===== src/rtl/ram_loader.sv =====
// Burst loader into a 2**ADDR_W-word register array with an asynchronous read port.
// A start in IDLE captures base/len, then LOAD accepts len words before a one-cycle DONE.
module ram_loader #(
  parameter int unsigned DATA_W = 16,
  parameter int unsigned ADDR_W = 4
) (
  input  logic              clk,
  input  logic              rst_n,
  input  logic              start,
  input  logic [ADDR_W-1:0] base,
  input  logic [ADDR_W:0]   len,
  input  logic              in_valid,
  input  logic [DATA_W-1:0] in_data,
  output logic              in_ready,
  input  logic [ADDR_W-1:0] addr,
  output logic [DATA_W-1:0] spo,
  output logic              busy,
  output logic              done,
  output logic [ADDR_W:0]   wr_cnt,
  output logic [DATA_W-1:0] sum
);

  localparam int unsigned Depth = 2 ** ADDR_W;

  typedef enum logic [1:0] {StIdle, StLoad, StDone} state_e;

  state_e            state_q, state_d;
  logic [ADDR_W-1:0] ptr_q, ptr_d;
  logic [ADDR_W:0]   len_q, len_d;
  logic [ADDR_W:0]   wr_cnt_q, wr_cnt_d;
  logic [DATA_W-1:0] sum_q, sum_d;
  logic              in_ready_q, in_ready_d;
  logic              done_q, done_d;
  logic [ADDR_W:0]   cnt_inc;
  logic              we;
  logic [DATA_W-1:0] mem_q [Depth];

  assign cnt_inc = wr_cnt_q + (ADDR_W + 1)'(1);
  assign we      = (state_q == StLoad) && in_valid;

  always_comb begin
    state_d  = state_q;
    ptr_d    = ptr_q;
    len_d    = len_q;
    wr_cnt_d = wr_cnt_q;
    sum_d    = sum_q;
    unique case (state_q)
      StIdle: begin
        if (start) begin
          wr_cnt_d = '0;
          sum_d    = '0;
          if (len != '0) begin
            ptr_d   = base;
            len_d   = len;
            state_d = StLoad;
          end else begin
            state_d = StDone;
          end
        end
      end
      StLoad: begin
        if (in_valid) begin
          ptr_d    = ptr_q + ADDR_W'(1);
          wr_cnt_d = cnt_inc;
          sum_d    = sum_q + in_data;
          // The write that completes the burst leaves LOAD on the same edge.
          if (cnt_inc == len_q) state_d = StDone;
        end
      end
      StDone:  state_d = StIdle;
      default: state_d = StIdle;
    endcase
    // Outputs are registered copies of the next state, so they stay pure Moore.
    in_ready_d = (state_d == StLoad);
    done_d     = (state_d == StDone);
  end

  always_ff @(posedge clk or negedge rst_n) begin
    if (!rst_n) begin
      state_q    <= StIdle;
      ptr_q      <= '0;
      len_q      <= '0;
      wr_cnt_q   <= '0;
      sum_q      <= '0;
      in_ready_q <= 1'b0;
      done_q     <= 1'b0;
    end else begin
      state_q    <= state_d;
      ptr_q      <= ptr_d;
      len_q      <= len_d;
      wr_cnt_q   <= wr_cnt_d;
      sum_q      <= sum_d;
      in_ready_q <= in_ready_d;
      done_q     <= done_d;
    end
  end

  // Array clears on reset so an aborted burst leaves nothing behind.
  always_ff @(posedge clk or negedge rst_n) begin
    if (!rst_n) begin
      for (int i = 0; i < Depth; i++) mem_q[i] <= '0;
    end else if (we) begin
      mem_q[ptr_q] <= in_data;
    end
  end

  assign spo      = mem_q[addr];
  assign in_ready = in_ready_q;
  assign busy     = in_ready_q;
  assign done     = done_q;
  assign wr_cnt   = wr_cnt_q;
  assign sum      = sum_q;

endmodule


===== config.mk =====
export PLATFORM = sky130hd
export DESIGN_NAME = ram_loader
export DESIGN_NICKNAME = d
export VERILOG_FILES = /design/src/rtl/ram_loader.sv
export SDC_FILE = /design/constraint.sdc
export NUM_CORES = 1
export LEC_CHECK = 0
export BUFFER_PORTS_ARGS = -buffer_cell sky130_fd_sc_hd__buf_2
export CAP_MARGIN = 5
export CORE_MARGIN = 4
export CORE_UTILIZATION = 50
export CTS_BUF_LIST = sky130_fd_sc_hd__clkbuf_4 sky130_fd_sc_hd__clkbuf_8
export DETAILED_ROUTE_END_ITERATION = 7
export PLACE_DENSITY = 0.67
export SETUP_SLACK_MARGIN = 0.1
export SKIP_CTS_REPAIR_TIMING = 1
export SYNTH_ARGS = -nofsm -noshare
export SYNTH_HDL_FRONTEND = slang
export SYNTH_SLANG_ARGS = --single-unit

===== constraint.sdc =====
create_clock -name clk -period 7 [get_ports clk]
set_clock_uncertainty 0.1 [all_clocks]
set_input_delay 0.7 -clock clk [delete_from_list [all_inputs] [get_ports clk]]
set_output_delay 0.7 -clock clk [all_outputs]
set_load 0.05 [all_outputs]

==> metrics.yaml, run 1 <==
worst_setup_path:
  start_kind: "primary input"
  worstPathRequired_ps: 6200
  critPathKind: "primary input to output port"
  critPathArrivalTime_ps: 3280
  path_max_fanout: 47
  endpoint_kind: "output port"
cells_and_area:
  drive_above_1_share_pct: 48.8
  stdcell_count: 1385
  area_growth_pct: 11.2
  fill_cells: 2162
  nets: 1033
  num_antenna_cells: 0
  final_util_pct: 57.0
synth:
  ys_ff_latch: 290
  synth_area_mm2: 0.0140
  synth_cell_types: 56
  synth.largest_area_cell: "dfrtp_1"
  yosysMostFrequentCell: "dfrtp_1"
  synth_edf_count: 0
  synth_ff_type: "dfrtp_1"
  syn_area_per_cell_um2: 15.3
  synth-warning-count: 0
  post-synth-top-area-fraction_pct: 51.9
  async_flop_share_pct: 100
  syn_nets: 970
  synth_area_leaders: "dfrtp_1, mux2_2, mux4_2"
  synthTopCellsByCount: "dfrtp_1, mux2_2, mux4_2"
  syn_inst: 916
  synth_seq_area_share_pct: 51.9
timing:
  setup_viol: 0
  timing_hold_violations_final: 0
  max_slew.worst_pin.slew_ps: 1050
  drv_slew: 0
  maxSlewHeadroom_pct: 29.8
  tns_ps: 0
  layout_min_cycle_time_ps: 4080
  rsz0062_at_grt: "false"
  fin_crit_sh_pct: 58.3
  clock.fmax_mhz: 245
  fin_ws_ps: 2920
global_route:
  grt_use_total_pct: 21.0
  antenna_found_initial: 0
  grt_pass1_vias: 8706
  grt-ovfl-total: 0
  grt_pass1_wl_mm: 50.3
  grt_max_degree: 200
drt:
  drt_iter0_markers: 445
  drc: 0
  viasPerCell: 5.81
  drt-total-wl_mm: 31.4
  wire_per_inst_um: 22.7
  first_pass_iters: 4
  num_vias: 8051
  ant_nets: 0
place:
  dp_hpwl_mm: 18.3
  gp_congestion: 0.763
  dpl.cell_count: 1300
  io_buffers: 72
  dp_slack_ps: 2830
clock_tree:
  clk_transition_reported_paths_ps: 60
  cts_made_buffers: 49
  cts_tree: "done"
  cts_buffer_depth: 3
  cts_root_buf: "clkbuf_8"
  htree_levels: 2
  cts.sinks: 290
  clk_latency_ps: 560
pwr:
  cellPowerDensity_mw_per_mm2: 447
  p_leak_nw: 6.92
  ir_drop_uv: 233
floorplan:
  die_area_mm2: 0.0307
  start_util_pct: 51.3
  rows: 60
  pin_count: 73
  die_w_um: 175
  fp.dieH_um: 175
  coreArea_mm2: 0.0273
outcome:
  status: "complete, no violations"
hold_path:
  hold_class: "primary input to asynchronous set/reset pin"
job:
  cap_violations: 0
## where the power goes
| group | switching, mW | internal (mW) |
|---|---|---|
| Sequential | 0.420 | 2.46 |
| Clock | 0.664 | 0.906 |
| Combinational | 1.25 | 1.25 |
## final timing paths
| path | start | endpoint | slack [ps] | cells after the start |
|---|---|---|---|---|
| min reg2reg | mem_q[42]$_DFFE_PN0P_ | mem_q[42]$_DFFE_PN0P_ | 380 | 1 |
| max in group asynchronous | rst_n | mem_q[78]$_DFFE_PN0P_ | 5250 | 2 |
| max | addr[0] | spo[15] | 2920 | 5 |
| min in group clk | len[2] | len_q[2]$_DFFE_PN0P_ | 290 | 2 |
| max reg2reg | state_q[0]$_DFF_PN0_ | mem_q[119]$_DFFE_PN0P_ | 4230 | 5 |
| min | rst_n | busy$_DFF_PN0_ | 60 | 1 |
## critical path: stages
cell	delay [ps]
buf_4	700
buf_4	490
mux4_2	560
mux4_2	520
buf_2	240
## registers in the layout, indices dropped and copies added, names as in the netlist
signal	flops
busy	1
wr_cnt	5
mem_q	256
state_q	2
ptr_q	4
done	1
sum	16
len_q	5
## cell type report
cell class	instances	area, um^2	area share (%)
clock inverters	3	17.5	0.113
inverters	4	15.0	0.0966
repair buffers	76	415	2.67
well taps	372	465	3.00
flip-flops and latches	290	7260	46.7
clock buffers	82	1020	6.54
multi-input cells	558	6350	40.9
## per-stage QoR
| step | hold WS (ps) | instance area [um^2] | power [mW] |
|---|---|---|---|
| after floorplan | 304 | 14000 | 4.84 |
| after global placement | 363 | 14500 | 5.34 |
| after detailed placement | 374 | 14500 | 5.42 |
| after CTS | 76.6 | 15500 | 7.01 |
| after global routing | 96.8 | 15500 | 7.38 |
| final | 64.8 | 15500 | 6.95 |
## kinds of logic after synthesis
family	after synthesis	share of synthesized area [%]
buffers and inverters	68	2.65
adder cells (fa/ha/maj)	21	1.93
AO/OA/AOI/OAI	70	3.27
multiplexers	343	34.1
flip-flops	290	51.9
XOR/XNOR	20	1.25
AND/OR/NAND/NOR	104	4.91
## metal layers
layer	part of all wire [%]	global-route usage, %
met1	47	30.4
met2	47	33.6
met3	4.4	3.66
met4	1.8	5.11
met5	0	0
## layout by cell type (no fill, tap or decap), drive strengths merged, types with 4 or more instances in the layout
master / netlist / routed
ha: 20 / 20
mux2: 261 / 261
nor2: 27 / 27
nand3: 18 / 18
inv: 4 / 4
a21oi: 14 / 14
dfrtp: 290 / 290
mux4: 80 / 80
o21ai: 24 / 24
nand2b: 5 / 5
nor3b: 4 / 4
buf: 36 / 76
nand2: 34 / 34
a21o: 4 / 4
xnor2: 9 / 9
clkbuf: 28 / 82
xor2: 11 / 11
(Power assumes the default switching activity.)
==> inputs of run 2 (changes only) <==
- clock period: 7 -> 3.9 ns (I/O delays scaled with it)
==> metrics.yaml, run 2 (synthesis gave the netlist of run 1 again) <==
outcome:
  status: "complete, no violations"
global_route:
  antenna_found_initial: 0
  grt_pass1_wl_mm: 50.7
  grt_pass1_vias: 8676
  grt_max_degree: 109
  grt_use_total_pct: 21.3
  grt-ovfl-total: 0
place:
  io_buffers: 72
  dp_hpwl_mm: 18.4
  gp_congestion: 0.768
  dpl.cell_count: 1304
timing:
  drv_slew: 0
  tns_ps: 0
  maxSlewHeadroom_pct: 41.7
  timing_hold_violations_final: 0
  setup_viol: 0
  fin_crit_sh_pct: 71.9
  clock.fmax_mhz: 357
  rsz0062_at_grt: "false"
  layout_min_cycle_time_ps: 2800
  max_slew.worst_pin.slew_ps: 875
pwr:
  pwr-share-seq_pct: 41.0
  p_comb_share_pct: 35.7
  switching_power_mw: 4.20
  swShare_pct: 33.3
  ir_drop_uv: 486
  cellPowerDensity_mw_per_mm2: 799
  total_power_mw: 12.6
  p_leak_nw: 7.02
  clkPwrFrac_pct: 23.3
  p_int_mw: 8.39
floorplan:
  fp.dieH_um: 175
  die_area_mm2: 0.0307
  rows: 60
  die_w_um: 175
  coreArea_mm2: 0.0273
  start_util_pct: 51.3
  pin_count: 73
drt:
  first_pass_iters: 5
  drt-total-wl_mm: 31.9
  drt_iter0_markers: 460
  drc: 0
  wl_met3_mm: 1.49
  wl_met1_mm: 14.5
  wl_met2_mm: 15.4
  viasPerCell: 5.78
  ant_nets: 0
  num_vias: 8110
  highest_layer: "met4"
  wire_per_inst_um: 22.8
hold_path:
  hold_class: "primary input to flip-flop"
  min_from: "base[3]"
  whs_path_depth: 3
  holdPathEnd: "ptr_q[3]$_DFFE_PN0P_"
cells_and_area:
  nets: 1045
  num_antenna_cells: 0
  stdcell_count: 1402
  mostFrequentLayoutCells: "dfrtp_1, mux2_2, mux4_2"
  largest_reg_flops: 256
  final_common_cell: "dfrtp_1"
  drive_above_1_share_pct: 48.8
  top_register: "mem_q"
  area_growth_pct: 12.7
worst_setup_path:
  r2r_slack_ps: 1130
  path_max_fanout: 64
  critPathArrivalTime_ps: 2310
  worstPathRequired_ps: 3410
  critPathMaxStageDelay_ps: 600
  cp_cell_sequence: "buf_4 > buf_12 > mux4_2 > mux4_2 > buf_2"
  critPathKind: "primary input to output port"
  start_kind: "primary input"
  r2r-start: "state_q[0]$_DFF_PN0_"
  rr_endpoint: "mem_q[121]$_DFFE_PN0P_"
  cpMostUsedCell: "mux4_2"
  slowest_stage: "mux4_2"
  reg2regPathDepth: 5
  endpoint_kind: "output port"
clock_tree:
  clk_latency_ps: 550
  cts_buffer_depth: 3
  cts.sinks: 290
  clk_transition_reported_paths_ps: 60
  htree_levels: 2
  cts_tree: "done"
  cts_root_buf: "clkbuf_8"
  cts_made_buffers: 49
job:
  cap_violations: 0
## run 2: changes by cell type in the layout (fill, tap and decap cells not counted), sizes merged
cell and change:
clkbuf +4, buf +4, dlygate4sd3 +8, clkinv +1
## run 2: how the worst max path moves through the flow
stage | endpoint | cells past startpoint | startpoint | slack (ps)
after global placement | spo[13] | 5 | addr[0] | 1080
after global routing | spo[8] | 5 | addr[0] | 990
after CTS | spo[13] | 5 | addr[0] | 1070
after floorplan | sum[14]$_DFFE_PN0P_ | 8 | sum[0]$_DFFE_PN0P_ | 1340
after detailed placement | spo[13] | 5 | addr[0] | 1070
final | spo[10] | 5 | addr[0] | 1100
## run 2: power groups by stage
stage	clock (mW)	combinational [mW]	sequential, mW
2_1_floorplan	0	3.41	5.29
3_3_place_gp	0	4.41	5.18
3_5_place_dp	0	4.53	5.21
4_1_cts	2.99	4.54	5.16
5_1_grt	3.14	4.87	5.34
6_report	2.93	4.50	5.16
## run 2: worst max-delay path: cells and delay by family
family / cells / cell delay [ps]
multiplexers: 2 / 1110
buffers and inverters: 3 / 760
## run 2: metal layers
metal,vias to the layer above,global-route usage (%)
met5,-,0
met4,0,4.71
met3,37,4.57
met2,191,34.7
met1,4300,29.8
li1,3582,-
## run 2: area by class of cell
class	instances	area (um^2)
Sequential cell	290	7260
Timing Repair Buffer	88	563
Tap cell	372	465
Multi-Input combinational cell	558	6350
Inverter	4	15.0
Clock inverter	4	22.5
Fill cell	2169	11500
Clock buffer	86	1080
## run 2: stage by stage
step | utilization, % | instance area, um^2 | setup WS (ps) | hold slack, ps
after floorplan | - | 14000 | 1340 | -5.59
after global placement | 53.5 | 14600 | 1080 | 365
after detailed placement | 53.5 | 14600 | 1070 | 371
after CTS | 57.5 | 15700 | 1070 | -191
after global routing | 57.8 | 15700 | 991 | 48.8
final | 57.8 | 15700 | 1100 | 59.6
